## src/rtl/rect_fill.sv

```systemverilog
// Rectangle fill engine: plots a screen-clipped rectangle one pixel per clock,
// column-major, into a VGA adapter's x/y/colour/plot port.
module rect_fill #(
    parameter int SCREEN_W = 160,
    parameter int SCREEN_H = 120,
    parameter int XW       = 8,
    parameter int YW       = 7,
    parameter int CW       = 3
) (
    input  logic          clk,
    input  logic          rst_n,
    input  logic          start,
    input  logic [XW-1:0] x0,
    input  logic [YW-1:0] y0,
    input  logic [XW-1:0] width,
    input  logic [YW-1:0] height,
    input  logic [CW-1:0] colour,
    input  logic [1:0]    mode,
    output logic          busy,
    output logic          done,
    output logic [XW-1:0] vga_x,
    output logic [YW-1:0] vga_y,
    output logic [CW-1:0] vga_colour,
    output logic          vga_plot,
    output logic [1:0]    dbg_state
);

    // Handshake: the requester raises start and holds it until done is seen;
    // done stays high while start is held and drops the cycle after start falls.
    typedef enum logic [1:0] {S_IDLE, S_SETUP, S_FILL, S_DONE} state_t;

    localparam logic [XW:0] SW = (XW+1)'(SCREEN_W);
    localparam logic [YW:0] SH = (YW+1)'(SCREEN_H);

    state_t        state_q, state_d;
    logic [XW-1:0] x0_q, w_q, xe_q, xe_d, x_q, x_d;
    logic [YW-1:0] y0_q, h_q, ye_q, ye_d, y_q, y_d;
    logic [CW-1:0] col_q, colour_q, colour_d;
    logic [1:0]    mode_q;
    logic          plot_q, plot_d, busy_q, busy_d, done_q, done_d, latch_en;

    logic [XW:0] x_sum, x_end;
    logic [YW:0] y_sum, y_end;
    logic        empty;

    // Sums are one bit wider so oversize rectangles clip instead of wrapping.
    assign x_sum = {1'b0, x0_q} + {1'b0, w_q};
    assign y_sum = {1'b0, y0_q} + {1'b0, h_q};
    assign x_end = ((x_sum > SW) ? SW : x_sum) - (XW+1)'(1);
    assign y_end = ((y_sum > SH) ? SH : y_sum) - (YW+1)'(1);
    assign empty = (w_q == '0) || (h_q == '0) ||
                   ({1'b0, x0_q} >= SW) || ({1'b0, y0_q} >= SH);

    function automatic logic [CW-1:0] pix_colour(input logic [XW-1:0] px,
                                                 input logic [YW-1:0] py,
                                                 input logic [1:0]    pm,
                                                 input logic [CW-1:0] pc);
        logic [CW-1:0] c;
        case (pm)
            2'b00:   c = pc;
            2'b01:   c = px[CW-1:0];
            2'b10:   c = py[CW-1:0];
            default: c = (px[3] ^ py[3]) ? ~pc : pc;
        endcase
        return c;
    endfunction

    always_comb begin
        state_d  = state_q;
        x_d      = x_q;
        y_d      = y_q;
        xe_d     = xe_q;
        ye_d     = ye_q;
        plot_d   = 1'b0;
        latch_en = 1'b0;
        case (state_q)
            S_IDLE: begin
                if (start) begin
                    state_d  = S_SETUP;
                    latch_en = 1'b1;
                end
            end
            S_SETUP: begin
                xe_d = x_end[XW-1:0];
                ye_d = y_end[YW-1:0];
                x_d  = x0_q;
                y_d  = y0_q;
                if (empty) begin
                    state_d = S_DONE;
                end else begin
                    state_d = S_FILL;
                    plot_d  = 1'b1;
                end
            end
            S_FILL: begin
                if (x_q == xe_q && y_q == ye_q) begin
                    state_d = S_DONE;
                end else begin
                    plot_d = 1'b1;
                    if (y_q == ye_q) begin
                        y_d = y0_q;
                        x_d = x_q + XW'(1);
                    end else begin
                        y_d = y_q + YW'(1);
                    end
                end
            end
            default: begin
                if (!start) state_d = S_IDLE;
            end
        endcase
        colour_d = pix_colour(x_d, y_d, mode_q, col_q);
        busy_d   = (state_d == S_SETUP) || (state_d == S_FILL);
        done_d   = (state_d == S_DONE);
    end

    always_ff @(posedge clk or negedge rst_n) begin
        if (!rst_n) begin
            state_q  <= S_IDLE;
            x0_q     <= '0;
            y0_q     <= '0;
            w_q      <= '0;
            h_q      <= '0;
            col_q    <= '0;
            mode_q   <= '0;
            xe_q     <= '0;
            ye_q     <= '0;
            x_q      <= '0;
            y_q      <= '0;
            colour_q <= '0;
            plot_q   <= 1'b0;
            busy_q   <= 1'b0;
            done_q   <= 1'b0;
        end else begin
            state_q  <= state_d;
            xe_q     <= xe_d;
            ye_q     <= ye_d;
            x_q      <= x_d;
            y_q      <= y_d;
            colour_q <= colour_d;
            plot_q   <= plot_d;
            busy_q   <= busy_d;
            done_q   <= done_d;
            if (latch_en) begin
                x0_q   <= x0;
                y0_q   <= y0;
                w_q    <= width;
                h_q    <= height;
                col_q  <= colour;
                mode_q <= mode;
            end
        end
    end

    assign busy       = busy_q;
    assign done       = done_q;
    assign vga_x      = x_q;
    assign vga_y      = y_q;
    assign vga_colour = colour_q;
    assign vga_plot   = plot_q;
    assign dbg_state  = state_q;

endmodule

```

## config.mk

```make
export PLATFORM = sky130hd
export DESIGN_NAME = rect_fill
export DESIGN_NICKNAME = d
export VERILOG_FILES = /design/src/rtl/rect_fill.sv
export SDC_FILE = /design/constraint.sdc
export NUM_CORES = 1
export LEC_CHECK = 0
export CAP_MARGIN = 10
export CORE_UTILIZATION = 50
export CTS_CLUSTER_SIZE = 40
export DETAILED_ROUTE_END_ITERATION = 16
export GPL_TIMING_DRIVEN = 0
export PLACE_DENSITY = 0.76
export SETUP_SLACK_MARGIN = 0.15
export SLEW_MARGIN = 20
export SYNTH_ARGS = -nofsm -noshare
export SYNTH_HDL_FRONTEND = slang
export SYNTH_SLANG_ARGS = --single-unit
```

## constraint.sdc

```tcl
create_clock -name clk -period 3.6 [get_ports clk]
set_input_delay 0.72 -clock clk [delete_from_list [all_inputs] [get_ports clk]]
set_output_delay 0.72 -clock clk [all_outputs]
set_load 0.005 [all_outputs]
```

## Word level (Yosys, flattened, before mapping)

Index checks and enable logic that the tools add are counted.

- Bits in registers: 73
- Input bits: 38
- Output and inout bits: 23
- Word-level logic and storage cells: 72

- $add $sub $neg: 6
- $lt $le $gt $ge: 4
- Equality and inequality tests: 11
- Mux-type cells: 20
- Bitwise gates (word level): 2
- Reductions and logical operators: 12

Operator list:

| kind | number |
|---|---|
| 8-bit two-way mux | 3 |
| 7-bit two-way mux | 3 |
| 8-bit one-hot mux with 2 select lines | 1 |
| 7-bit one-hot mux with 2 select lines | 1 |
| 8-bit by 8-bit adder with 9-bit output | 1 |
| 9-bit by 8-bit > comparator with 1-bit output (second input constant) | 1 |
| 3-bit one-hot mux with 3 select lines | 1 |
| 7-bit by 7-bit adder with 8-bit output | 1 |
| 8-bit by 1-bit adder with 8-bit output (second input constant) | 1 |
| 2-bit == test (second input constant) | 4 |
| 8-bit == test | 1 |
| 8-bit >= comparator (second input constant) | 1 |
| 8-bit by 7-bit > comparator with 1-bit output (second input constant) | 1 |
| 8-bit zero test | 1 |
| 8-bit by 1-bit subtractor with 8-bit output (second input constant) | 1 |
| 7-bit by 1-bit adder with 7-bit output (second input constant) | 1 |
| 7-bit == test | 1 |
| 7-bit >= comparator (second input constant) | 1 |
| 7-bit zero test | 1 |
| 7-bit by 1-bit subtractor with 7-bit output (second input constant) | 1 |
| 2-bit by 1-bit == test with 1-bit output (second input constant) | 3 |
| 2-bit two-way mux | 3 |
| 2-bit one-hot mux with 3 select lines | 1 |
| 1-bit two-way mux | 5 |
| 11 further kinds | 16 |

## Longest topological paths before layout

Gate-level depths: netlist (run 1).

- Word-level depth: 8
- Gate-level depth with buffers: 17
- Mapped depth without buffers: 17

## Least setup slack after synthesis (run 1)

OpenSTA, ideal clock, no wires.

- Kind: reg-to-reg
- Start point: register y0_q[0]
- End point: register ye_q[6]
- Library setup time: 0.141 ns
- Arrival: 3.031 ns
- Data required time: 3.459 ns
- Path slack: 0.428 ns
- Cell stages (with the launch flop): 17
- Buffers on the path: 0
- Clock period less this slack: 3.172 ns
- Cells stage by stage: dfrtp_1 -> ha_1 -> inv_1 -> fa_1 -> nor2b_1 -> o21ai_0 -> nor3b_1 -> nor2_1 -> nand3_1 -> nor4b_1 -> nor2_1 -> nand2_1 -> ha_1 -> nand2_1 -> nor4_1 -> xnor2_1 -> a31oi_1

- Word-level cells in the longest chain between the ends: 4

Ends and longest elaborated chain:

| element | line | source |
|---|---|---|
| start: declaration | 37 | `logic [YW-1:0] y0_q, h_q, ye_q, ye_d, y_q, y_d;` |
| start signal: assignment | 146 | `y0_q <= y0;` |
| 7-bit by 7-bit adder with 8-bit output * | 48 | `assign y_sum = {1'b0, y0_q} + {1'b0, h_q};` |
| 8-bit by 7-bit > comparator with 1-bit output | 50 | `assign y_end = ((y_sum > SH) ? SH : y_sum) - (YW+1)'(1);` |
| 7-bit two-way mux * | 50 |  |
| 7-bit by 1-bit subtractor with 7-bit output * | 50 |  |
| end signal: assignment | 137 | `ye_q <= ye_d;` |
| end: declaration | 37 |  |

Every way passes the cells marked *; elsewhere a longest branch is shown, timed or not.
A chain may end at the register's enable or synchronous reset.

## Final worst setup path (run 1)

- Start point: register x0_q[0]
- End point: register xe_q[6]

- Word-level cells in the longest chain between the ends: 4

Ends and longest elaborated chain:

| element | line | source |
|---|---|---|
| start: declaration | 36 | `logic [XW-1:0] x0_q, w_q, xe_q, xe_d, x_q, x_d;` |
| start signal: assignment | 120 | `x0_q <= '0;` |
| start signal: assignment | 145 | `x0_q <= x0;` |
| 8-bit by 8-bit adder with 9-bit output * | 47 | `assign x_sum = {1'b0, x0_q} + {1'b0, w_q};` |
| 9-bit by 8-bit > comparator with 1-bit output | 49 | `assign x_end = ((x_sum > SW) ? SW : x_sum) - (XW+1)'(1);` |
| 8-bit two-way mux * | 49 |  |
| 8-bit by 1-bit subtractor with 8-bit output * | 49 |  |
| end signal: assignment | 126 | `xe_q <= '0;` |
| end signal: assignment | 136 | `xe_q <= xe_d;` |
| end: declaration | 36 |  |

Marks and branches as above.

==> results of run 1 <==
logic make-up after synthesis:
group	after synthesis	share of synthesized area [%]
xor gates and xnor gates	34	6.77
muxes	38	9.40
AOI/OAI and AO/OA	113	17.9
and+or+nand+nor	123	14.5
adders and majority gates	26	7.54
DFF	73	40.5
buffers and inverters	41	3.44
what timing repair did:
item                       4_1_cts  5_1_grt
setup endpoints to repair        6        5
gates resized for setup          7       22
hold buffers                     0        0
buffers inserted                 1        5
pin swaps                        0       12
sequential cells by signal (all words and copies together), names as in the netlist:
name        cells
vga_y           7
busy            1
vga_colour      3
x0_q            8
w_q             8
y0_q            7
mode_q          2
done            1
col_q           3
ye_q            7
vga_x           8
xe_q            8
dbg_state       2
vga_plot        1
h_q             7
worst register-to-register path, cell delays in order (launching register included):
cell	delay (ps)
dfrtp_1	400
ha_2	200
inv_1	60
fa_2	360
nor2b_1	130
o21ai_1	110
nor3b_1	160
o211ai_1	250
nand3_1	170
o21a_1	190
o21a_1	230
nand2_1	90
ha_2	190
nand3_2	110
a211oi_4	270
o21a_1	150
a21oi_1	40
o2bb2ai_1	160
Yosys cell counts (5+ instances only):
library cell / n
nor4_1: 5
mux2_2: 35
clkbuf_1: 12
a21o_1: 5
nor3_1: 7
inv_1: 25
and3_1: 7
a22o_1: 7
nand3_1: 17
dfrtp_1: 73
nand2_1: 28
xnor2_1: 11
o21ai_0: 20
ha_1: 24
o21a_1: 9
nor2_1: 30
a21oi_1: 22
xor2_1: 22
a31oi_1: 6
worst max path at each step:
stage | to | slack [ps] | cells after the start
global placement | w_q[0] | -670 | 1
detailed placement | xe_q[6] | -140 | 17
floorplan | ye_q[6] | 430 | 16
global route | ye_q[6] | 80 | 16
CTS | ye_q[6] | 130 | 16
finish | xe_q[6] | 260 | 17
cell type report:
| class | instances | area, sq um | share of cell area [%] |
|---|---|---|---|
| plain buffers | 15 | 57.6 | 1.03 |
| clock buffers | 13 | 159 | 2.84 |
| clock inverters | 3 | 15.0 | 0.268 |
| inverters | 26 | 97.6 | 1.74 |
| multi-input cells | 334 | 2640 | 47.2 |
| flip-flops and latches | 73 | 1830 | 32.7 |
| well taps | 108 | 135 | 2.42 |
| repair buffers | 67 | 663 | 11.9 |
per-stage QoR:
stage | cell area, sq um | setup TNS [ps] | setup slack (ps) | util (%) | hold slack (ps)
finish | 5590 | 0 | 256 | 64.1 | 308
global route | 5590 | 0 | 82.2 | 64.1 | 346
detailed placement | 5270 | -204 | -137 | 60.4 | 519
floorplan | 4510 | 0 | 428 | - | 424
global placement | 5250 | -48710 | -672 | 60.2 | 500
CTS | 5480 | 0 | 134 | 62.8 | 322
routing by layer:
| layer | share of wire, % | wire length (microns) |
|---|---|---|
| met3 | 4.9 | 580 |
| met4 | 2.7 | 323 |
| met5 | 0 | 0 |
| met2 | 51 | 5950 |
| met1 | 42 | 4920 |
placed cells by master (no fill, tap or decap), types with 3 or more instances in the layout:
master | Yosys | layout
dfrtp_1 | 73 | 73
buf_4 | 0 | 7
clkdlybuf4s50_1 | 0 | 59
nand2_1 | 28 | 28
a21o_1 | 5 | 5
nand4_1 | 3 | 3
nand3_1 | 17 | 16
inv_1 | 25 | 25
nor2_1 | 30 | 28
clkbuf_1 | 12 | 14
a211oi_4 | 1 | 3
nor4_1 | 5 | 4
xor2_1 | 22 | 22
a22o_1 | 7 | 7
o21a_1 | 9 | 8
ha_1 | 24 | 22
mux2_2 | 35 | 35
o2bb2ai_1 | 4 | 4
nor3_2 | 1 | 3
a32o_1 | 3 | 3
nor3b_1 | 4 | 3
and3_1 | 7 | 7
nor3_1 | 7 | 5
xnor2_1 | 11 | 10
a31oi_1 | 6 | 6
clkinv_2 | 0 | 3
clkbuf_8 | 0 | 11
o211ai_1 | 3 | 3
mux2i_1 | 3 | 3
a22oi_1 | 4 | 4
a21oi_1 | 22 | 21
o21ai_0 | 20 | 17
==> results.tsv, run 1 <==
stage	metric	value	unit
clock_tree	insertion_delay	350	ps
worst_setup_path	critical_path.cell_chain	ha_2 > inv_1 > fa_2 > nor2b_1 > o21ai_1 > nor3b_1 > o211ai_1 > nand3_1 > o21a_1 > o21a_1 > nand2_1 > ha_2 > nand3_2 > a211oi_4 > o21a_1 > a21oi_1 > o2bb2ai_1	
worst_setup_path	worst_path_most_repeated_cell	o21a_1	
worst_setup_path	critical_path.startpoint	x0_q[0]	
min_path	hp-class	primary input to async pin	
grt	globalRoute.totalOverflow	0	
worst_setup_path	max_stage_delay	400	ps
die	die_x	97.0	microns
grt	grt_start_max_net_pins	40	
worst_setup_path	worstPathMaxFanout	4	
finish	area_growth_syn_to_layout	24.0	%
sta	hold_violations	0	
logic_synthesis	syn_area	0.00451	sq mm
routing	drcViolationCount	0	
worst_setup_path	timing.critical_path.buf_inv	1	
logic_synthesis	leading_post_synthesis_cells_by_cell_area	dfrtp_1, mux2_2, ha_1, xor2_1, nor2_1	
die	std_cell_rows	34	
die	placeableCoreArea	0.00872	sq mm
routing	routed_wirelength	11800	microns
clock_tree	numClockSinks	73	
logic_synthesis	asyncSetResetFlopFracSynth	100	%
place	number_of_placed_instances_with_taps_included	617	
die	ios	61	
logic_synthesis	syn_avg_cell_area	10.1	sq um
sta	clock-skew-final	8.51	ps
worst_setup_path	criticalPathCategory	flip-flop to flip-flop	
sta	period_share	92.9	%
routing	ant_nets	0	
flow_run	max-cap-violations	0	
routing	vias_post_dr	3858	
worst_setup_path	regToRegStartpoint	x0_q[0]	
sta	setup_viol_count_final	0	
routing	detail_route.first_pass.iterations	5	
worst_setup_path	worstPathArrival	3610	ps
logic_synthesis	synth-edff-count	0	
grt	grt_pass1_wl	18900	microns
status	status	finished, final reports clean	
clock_tree	clkTransAtPathRegs	80	ps
logic_synthesis	synthDistinctLibCells	68	
logic_synthesis	syn-instance-count	448	
sta	max_freq	299	MHz
finish	layout.nets	590	
logic_synthesis	synth.net_count	512	
routing	average_wire_per_standard_cell	18.4	microns
sta	worst_pin_slew	810	ps
logic_synthesis	ys_ff_latch	73	
finish	fillers	705	
die	die_h	97.0	microns
sta	max_slew_violations	0	
worst_setup_path	critical_path.top_delay_family	compound AO/OA/AOI/OAI gates	
place	dp_hpwl	8540	microns
logic_synthesis	synth_warnings	0	
sta	final.min_clock_period	3340	ps
worst_setup_path	reg2reg_slack	260	ps
logic_synthesis	synth_seq_area_share	40.5	%
finish	final_layout_size_suffix_gt1_share	16.6	%
place	port-buffer-count	60	
clock_tree	worst_case_clock_buffer_depth	2	
die	design.die.area	0.00941	sq mm
worst_setup_path	rr_endpoint	xe_q[6]	
place	gp_routability_congestion	0.902	
worst_setup_path	kind_of_launch_point_of_the_worst_setup_path	flip-flop	
logic_synthesis	netlist.area_leader.share	40.5	%
finish	fin_cells	639	
grt	via_count_of_the_first_global_routing_pass	3862	
grt	global_route.peak_usage_layer	met2	
grt	antenna_found_initial	0	
clock_tree	tritoncts	done	
clock_tree	number_of_clock_buffers_inserted_by_tritoncts	9	
worst_setup_path	crit_required	3870	ps
logic_synthesis	yosysTopAreaCell	dfrtp_1	
worst_setup_path	ff2ff_path_depth	17	
clock_tree	cts-root-buf	clkbuf_8	
sta	rsz0062_at_grt	no	
worst_setup_path	critPathSlowestCell	dfrtp_1	
worst_setup_path	critPathCaptureType	flip-flop	
routing	drt_iter0_drc	246	
sta	relSlewSlack	46.0	%
clock_tree	cts-htree-levels	3	
finish	n_antenna_cell	0	
grt	grt_util_met1	31.8	%
die	starting_density	51.7	%
grt	grt_use_total	25.2	%
logic_synthesis	yosys_most_used_dff	dfrtp_1	
grt	grt_util_met3	5.27	%
routing	drt-vias-per-instance	6.04	
grt	gr-usage-met2	42.2	%
Power of run 1 is not shown: default switching activity piles up to over one toggle a cycle in this logic, so the estimate is an artifact.
==> run 2: changes to the inputs <==
--- a/config.mk
+++ b/config.mk
@@ -6,6 +6,7 @@
 export NUM_CORES = 1
 export LEC_CHECK = 0
 export CAP_MARGIN = 10
+export CORE_ASPECT_RATIO = 0.7
 export CORE_UTILIZATION = 50
 export CTS_CLUSTER_SIZE = 40
 export DETAILED_ROUTE_END_ITERATION = 16
==> constraint.sdc (replaced) <==
create_clock -name clk -period 3.8 [get_ports clk]
set_input_delay 0.76 -clock clk [delete_from_list [all_inputs] [get_ports clk]]
set_output_delay 0.76 -clock clk [all_outputs]
set_load 0.005 [all_outputs]
==> run 2 against run 1 <==
Effect of this change: sequential share of layout area is 0.26 points lower; design area rose by 0.81%; non-clock buffer count is 6 lower; die area is essentially flat; worst hold slack improved by 44 ps; maximum frequency is 4.8% lower; critical path depth fell by 2; register-to-register slack improved by 30 ps; clock-buffer cell count up 1; worst setup slack improved by 32 ps; critical endpoint unchanged.
==> results.tsv, run 2 (same netlist as run 1, synthesis figures left out) <==
stage	metric	value	unit	change
sta	max_slew_violations	0		unchanged
die	die_x	116	microns	+19%
worst_setup_path	criticalPathCategory	flip-flop to flip-flop		
die	placeableCoreArea	0.00862	sq mm	-1.2%
min_path	hp-class	primary input to async pin		
clock_tree	cts-htree-levels	3		unchanged
power_and_ir_drop	static-leakage-power	2.37	nW	
clock_tree	tritoncts	done		
power_and_ir_drop	logic_pwr_share	60.9	%	
power_and_ir_drop	switching_share	45.8	%	
clock_tree	number_of_clock_buffers_inserted_by_tritoncts	9		unchanged
power_and_ir_drop	cell_internal_pwr	3.34	mW	
clock_tree	numClockSinks	73		unchanged
sta	clock-skew-final	8.77	ps	+0.268 ps
clock_tree	insertion_delay	340	ps	about the same
place	port-buffer-count	60		unchanged
power_and_ir_drop	clockPowerShare	13.5	%	
place	gp_routability_congestion	0.899		-0.29%
routing	ant_nets	0		unchanged
routing	vias_post_dr	3874		+0.41%
worst_setup_path	worstPathArrival	3760	ps	+150 ps
grt	grt_pass1_wl	19200	microns	+1.5%
place	dpl-instance-area	0.00529	sq mm	+0.43%
finish	most_frequent_cells_in_the_layout	dfrtp_1, clkdlybuf4s50_1, mux2_2, nor2_1, nand2_1		
worst_setup_path	ff2ff_path_depth	15		-2
sta	rsz0062_at_grt	no		
die	die_h	81.5	microns	-16%
routing	routed_wirelength	12000	microns	+2.2%
die	starting_density	52.4	%	+0.62 points
routing	average_wire_per_standard_cell	18.7	microns	+1.3%
finish	finish.instance_area	0.00564	sq mm	+0.81%
worst_setup_path	reg2reg_slack	290	ps	+30 ps
worst_setup_path	kind_of_launch_point_of_the_worst_setup_path	flip-flop		
finish	final_common_cell	dfrtp_1		
place	dp_hpwl	8960	microns	+4.9%
worst_setup_path	critPathCaptureType	flip-flop		
clock_tree	cts-hold-fix-buffers	0		unchanged
sta	max_freq	285	MHz	-4.8%
sta	hold_violations	0		unchanged
power_and_ir_drop	power_dissipated_by_switching_net_loads	2.83	mW	
worst_setup_path	worstPathMaxFanout	6		+2
sta	relSlewSlack	46.6	%	+0.60 points
sta	worst_pin_slew	801	ps	-8.96 ps
flow_run	max-cap-violations	0		unchanged
power_and_ir_drop	max-vdd-ir-drop	610	uV	
grt	grt_start_max_net_pins	46		+15%
worst_setup_path	critical_path.startpoint	x0_q[1]		
grt	globalRoute.totalOverflow	0		unchanged
finish	layout.nets	584		-1.0%
grt	grt_use_total	27.3	%	+2.1 points
clock_tree	post-cts-setup-buffer-count	0		-1
routing	drcViolationCount	0		unchanged
power_and_ir_drop	cell_pwr_density	1090	mW/mm^2	
clock_tree	worst_case_clock_buffer_depth	2		unchanged
sta	least_setup_slack_across_all_paths_after_layout	289	ps	+32.3 ps
sta	final.min_clock_period	3510	ps	+168 ps
worst_setup_path	rr_endpoint	xe_q[6]		
die	design.die.area	0.00941	sq mm	about the same
grt	antenna_found_initial	0		unchanged
worst_setup_path	regToRegStartpoint	x0_q[1]		
clock_tree	clkTransAtPathRegs	60	ps	-20 ps
routing	detail_route.first_pass.iterations	5		unchanged
power_and_ir_drop	power.sequential.fraction	25.7	%	
routing	drt-vias-per-instance	6.01		-0.52%
place	detailedPlace.worstSlack	89.7	ps	+227 ps
worst_setup_path	crit_required	4050	ps	+180 ps
sta	setup_viol_count_final	0		unchanged
status	status	finished, final reports clean		
routing	drt_iter0_drc	382		+55%
finish	n_antenna_cell	0		unchanged
finish	area_growth_syn_to_layout	25.0	%	
die	std_cell_rows	28		-18%
grt	via_count_of_the_first_global_routing_pass	3814		-1.2%
clock_tree	cts-root-buf	clkbuf_16		
die	ios	61		unchanged
finish	final_layout_size_suffix_gt1_share	13.9	%	-2.7 points
sta	period_share	92.4	%	-0.47 points
==> run 2: cell count changes in the layout (fill, tap and decap cells not counted), moves of 2 or more <==
cell / change
clkbuf_16: +9
nor3_2: -2
clkbuf_8: -7
nor3_1: +2
ha_2: -2
buf_4: -6
ha_1: +2
==> run 2: worst max path at each step <==
stage | endpoint | slack (ps)
2_1_floorplan | ye_q[6] | 630
3_3_place_gp | h_q[2] | -540
3_5_place_dp | ye_q[6] | 90
4_1_cts | xe_q[6] | 180
5_1_grt | xe_q[6] | 90
6_report | xe_q[6] | 290
==> run 2: layout make-up <==
| type | instances | area [sq um] |
|---|---|---|
| Clock inverter | 2 | 10.0 |
| Clock buffer | 14 | 284 |
| Buffer | 15 | 57.6 |
| Timing Repair Buffer | 61 | 626 |
| Inverter | 26 | 97.6 |
| Fill cell | 732 | 2980 |
| Multi-Input combinational cell | 334 | 2590 |
| Sequential cell | 73 | 1830 |
| Tap cell | 120 | 150 |
==> run 2: critical path: stages, from the launching register on <==
cell and delay, ps:
dfrtp_1 410, ha_1 310, a21o_1 170, a21oi_1 220
o21ai_0 160, o21ai_1 340, a21oi_1 170, xnor2_2 200
o21a_2 280, nand2_1 90, ha_1 220, nand3_1 160
a211oi_2 280, o21a_1 170, a21oi_1 40, o2bb2ai_1 180
==> run 2: metal layers <==
layer	GRT usage [%]	share of wire (%)	vias to the layer above	routed length, microns
li1	-	-	1793	-
met1	36.1	44	1888	5350
met2	44.7	47	173	5630
met3	5.68	6.9	20	826
met4	9.61	1.9	0	223
met5	0	0	-	0
==> run 2: timing repair <==
item	CTS	global route
pin swaps	0	1
setup endpoints to repair	2	6
resized for setup	2	14
==> run 2: power by group through the flow <==
stage                     clock network (mW)  registers (mW)  logic (mW)
after floorplan                            0            1.44        2.62
after global placement                     0            1.57        3.36
after detailed placement                   0            1.59        3.51
after CTS                              0.838            1.58        3.57
after global routing                   0.872            1.62        4.13
final                                  0.832            1.58        3.76
==> run 2: stage by stage <==
stage / std cells / util [%] / hold WS, ps / total power, mW / TNS (ps)
global placement: 628 / 61.1 / 502 / 4.93 / -38810
finish: 645 / 65.4 / 352 / 6.17 / 0
floorplan: 448 / - / 463 / 4.07 / 0
CTS: 645 / 64.9 / 361 / 5.98 / 0
global route: 645 / 65.4 / 383 / 6.62 / 0
detailed placement: 629 / 61.4 / 497 / 5.10 / 0
Power figures use the tool's default switching activity.
==> patch 1: new RTL, settings of run 1 <==
The parameter `XW` goes from 8 to 4.
--- a/src/rtl/rect_fill.sv
+++ b/src/rtl/rect_fill.sv
@@ -4,5 +4,5 @@
     parameter int SCREEN_W = 160,
     parameter int SCREEN_H = 120,
-    parameter int XW       = 8,
+    parameter int XW       = 4,
     parameter int YW       = 7,
     parameter int CW       = 3
Interface: changed (resized vga_x, width and x0); port bits go from 61 to 49. The function was not compared with the original's and may differ.
==> patch 1 against run 1 <==
  * Area after synthesis shrank 28%
  * Sequential cell count shrank 20
  * Setup slack gained 160 ps
  * Critical path type unchanged
  * Core utilization shrank 0.42 points
  * Design area shrank 31%
  * Wire length shrank 43%
==> patch 1: results (changes against run 1) <==
| Metric | Value |
|---|---|
| Status | `complete, no violations (unchanged)` |
| Share of layout cells above drive strength 1 | `16.7% (was 16.6%)` |
| Met2 Usage GRT | `34.8% (was 42.2%)` |
| Detailed placement HPWL | `5000 um (was 8540 um)` |
| R2R depth | `14 (was 17)` |
| Non-clk buf share | `12.7% (was 12.9%)` |
| Critical path's largest stage delay | `440 ps (was 400 ps)` |
| Critical Path AT | `3410 ps (was 3610 ps)` |
| Metal-1 WL | `3270 um (was 4920 um)` |
| Vias in the first global route | `2325 (was 3862)` |
| Pre-Repair DR Iteration Count | `4 (was 5)` |
| Placer Congestion | `0.835 (was 0.902)` |
| Non-clk bufs | `52 (was 82)` |
| Non-Clock Inverter Count | `21 (was 26)` |
| #FFs+latches synth | `53 (was 73)` |
| Synth area leaders | `dfrtp_1, mux2_2, ha_1 (unchanged)` |
| Worst reg2reg path endpoint | `ye_q[6]$_DFFE_PN0P_ (was xe_q[6]$_DFFE_PN0P_)` |
| CTS buffer count | `5 (was 9)` |
| Final Skew | `8.84 ps (was 8.51 ps)` |
| Fin Hold WS | `447 ps (was 308 ps)` |
| Synth top cells by count | `dfrtp_1, mux2_2, nand2_1 (was dfrtp_1, mux2_2, nor2_1)` |
| Detailed Route Iter0 Violations | `161 (was 246)` |
| Slew headroom | `55.4% (was 46.0%)` |
| Post-DP Area | `3770 um2 (was 5270 um2)` |
| Depth of the CTS H-tree | `2 (was 3)` |
| Register area | `1330 um2 (was 1830 um2)` |
| Via Count | `2422 (was 3858)` |
| Layout fillers | `508 (was 705)` |
| Total Wirelength | `6740 um (was 11800 um)` |
==> patch 1: cell count changes after synthesis, sizes merged, moves of 5 or more <==
| cell | before | now |
|---|---|---|
| nor2 | 30 | 16 |
| dfrtp | 73 | 53 |
| xor2 | 23 | 8 |
| inv | 25 | 19 |
| ha | 24 | 16 |
| nand2 | 29 | 21 |
| nor4 | 8 | 2 |
| a21oi | 22 | 7 |
| and3 | 7 | 2 |
| mux2 | 35 | 25 |
| nand3 | 17 | 7 |
| o21a | 9 | 4 |
| clkbuf | 12 | 5 |
==> patch 1: through the flow <==
stage | worst slack (ps) | cells
finish | 421 | 423
global route | 198 | 423
CTS | 247 | 423
detailed placement | 41.3 | 416
global placement | 117 | 416
floorplan | 447 | 297
==> patch 1: timing repair <==
action                                  CTS  global route
setup buffers                             0             0
gates resized for setup                   1             1
hold buffers                              0             0
gates cloned                              0             0
endpoints found under the setup margin    1             1
==> patch 2: new RTL, settings of run 1 <==
Without the edit above. Put one more register stage on the output `vga_y`, cleared by the reset. The value now appears one clock later. The other outputs are not delayed to match.
--- a/src/rtl/rect_fill.sv
+++ b/src/rtl/rect_fill.sv
@@ -156,5 +156,11 @@
     assign done       = done_q;
     assign vga_x      = x_q;
-    assign vga_y      = y_q;
+    always_ff @(posedge clk or negedge rst_n) begin
+        if (!rst_n) begin
+            vga_y <= '0;
+        end else begin
+            vga_y <= y_q;
+        end
+    end
     assign vga_colour = colour_q;
     assign vga_plot   = plot_q;
Check against the original RTL: not equivalent (a bounded check fails within 4 cycles, from zero or initial values and one cycle with rst_n low).
==> patch 2 against run 1 <==
  * Design area rose by 8.2%
  * Area after synthesis grew 7.3%
  * Highest routed layer unchanged
  * Critical endpoint unchanged
  * Synthesized cell count is 9.2% higher
  * Wire length increased by 3.8%
  * Largest cell class unchanged
  * Cell count up 11%
  * Setup slack got worse by 62 ps
  * Die area grew 7.1%
  * Sequential cell count rose by 7
  * First-iteration DRC count grew 5.7%
Power is left out: the tool's default activity adds up to more than one toggle a clock period on the data nets, which glitch-free logic cannot reach.
==> patch 2: results (changes against run 1) <==
| Metric | Value |
|---|---|
| Status | `complete, no violations (unchanged)` |
| Crit path max-delay cell type | `dfrtp_1 (unchanged)` |
| Synth top cells by count | `dfrtp_1, nand2_1, mux2_2 (was dfrtp_1, mux2_2, nor2_1)` |
| Pre-CTS WS | `-179 ps (was -137 ps)` |
| XOR/XNOR Fraction of Synth Area | `6.85% (was 6.77%)` |
| Vias per Instance | `5.89 (was 6.04)` |
| Placed instance count | `679 (was 617)` |
| Reg2reg start | `x0_q[0]$_DFFE_PN0P_ (unchanged)` |
| All-Layer GR Usage | `24.9% (was 25.2%)` |
| Flop2flop setup slack | `190 ps (was 260 ps)` |
| # nets final | `640 (was 590)` |
| Mux cell area share after synthesis | `9.72% (was 9.40%)` |
| Worst reg2reg path endpoint | `xe_q[6]$_DFFE_PN0P_ (unchanged)` |
| HP Class | `input port to asynchronous set/reset pin (unchanged)` |
| Critical path's largest stage delay | `400 ps (about the same)` |
| Post-DR wirelength/cell | `17.2 um (was 18.4 um)` |
| Seq/Total Area, Yosys | `41.4% (was 40.5%)` |
| Post-Syn Instances | `489 (was 448)` |
| Fin Hold WS | `298 ps (was 308 ps)` |
| First-pass GRT wire length | `19500 um (was 18900 um)` |
| Compound-gate portion of the synthesized area | `15.0% (was 17.9%)` |
| Pre-Repair DR Iteration Count | `5 (unchanged)` |
| Vias in the first global route | `3984 (was 3862)` |
| Crit-path max FO | `5 (was 4)` |
| Detailed placement HPWL | `8710 um (was 8540 um)` |
| Largest net degree at the start of global routing | `45 (was 40)` |
| Detailed Route Iter0 Violations | `260 (was 246)` |
| Clk_lat worst skew | `370 ps (was 350 ps)` |
| Clk slew on worst S/H paths | `90 ps` |
| Depth of the CTS H-tree | `3 (unchanged)` |
| Placer Congestion | `0.873 (was 0.902)` |
| Post-DP Area | `5620 um2 (was 5270 um2)` |
| Root buffer cell | `clkbuf_8 (unchanged)` |
| Post-route ant nets | `0 (unchanged)` |
| Netlist cell types | `59 (was 68)` |
| Syn Nets | `553 (was 512)` |
| Final Skew | `9.62 ps (was 8.51 ps)` |
| Slew @ Worst Pin | `770 ps (was 810 ps)` |
| Post-synthesis adder-cell area fraction | `7.03% (was 7.54%)` |
| Total Wirelength | `12200 um (was 11800 um)` |
| Antenna Cells | `0 (unchanged)` |
| Synth area leaders | `dfrtp_1, mux2_2, ha_1 (unchanged)` |
| Share of layout cells above drive strength 1 | `19.4% (was 16.6%)` |
| Ys async rst share | `100% (unchanged)` |
## patch 2: repair_timing
action                     CTS  global route
setup buffers                3            12
resized for setup           10            17
setup endpoints to repair    5             5
pin swaps                    3             7
## patch 2: cell type report
| class | instances | area, um2 |
|---|---|---|
| Sequential cell | 80 | 2000 |
| Inverter | 24 | 90.1 |
| Tap cell | 129 | 161 |
| Buffer | 19 | 75.1 |
| Timing Repair Buffer | 76 | 731 |
| Fill cell | 733 | 3270 |
| Clock buffer | 9 | 124 |
| Multi-Input combinational cell | 366 | 2790 |
| Clock inverter | 7 | 80.1 |
## patch 2: per-layer routing
metal / share of wire (%) / routed length, um / track usage, %
met1: 42 / 5170 / 33.2
met2: 48 / 5860 / 40.9
met3: 7.0 / 851 / 3.90
met4: 2.7 / 335 / 9.92
met5: 0 / 0 / 0
## patch 2: worst max path at each step
stage	slack, ps	end	startpoint
after floorplan	300	xe_q[6]$_DFFE_PN0P_	x0_q[0]$_DFFE_PN0P_
after global placement	-900	x0_q[3]$_DFFE_PN0P_	rst_n
after detailed placement	-180	xe_q[2]$_DFFE_PN0P_	x0_q[0]$_DFFE_PN0P_
after CTS	130	xe_q[2]$_DFFE_PN0P_	x0_q[1]$_DFFE_PN0P_
after global routing	70	xe_q[6]$_DFFE_PN0P_	x0_q[0]$_DFFE_PN0P_
final	190	xe_q[6]$_DFFE_PN0P_	x0_q[0]$_DFFE_PN0P_
## patch 2: logic make-up (layout without fill, tap and decap cells)
logic type / Yosys count / after routing
and+or+nand+nor: 153 / 153
AOI/OAI and AO/OA: 110 / 110
DFF: 80 / 80
buffers and inverters: 43 / 135
muxes: 40 / 40
xor gates and xnor gates: 37 / 37
adders and majority gates: 26 / 26
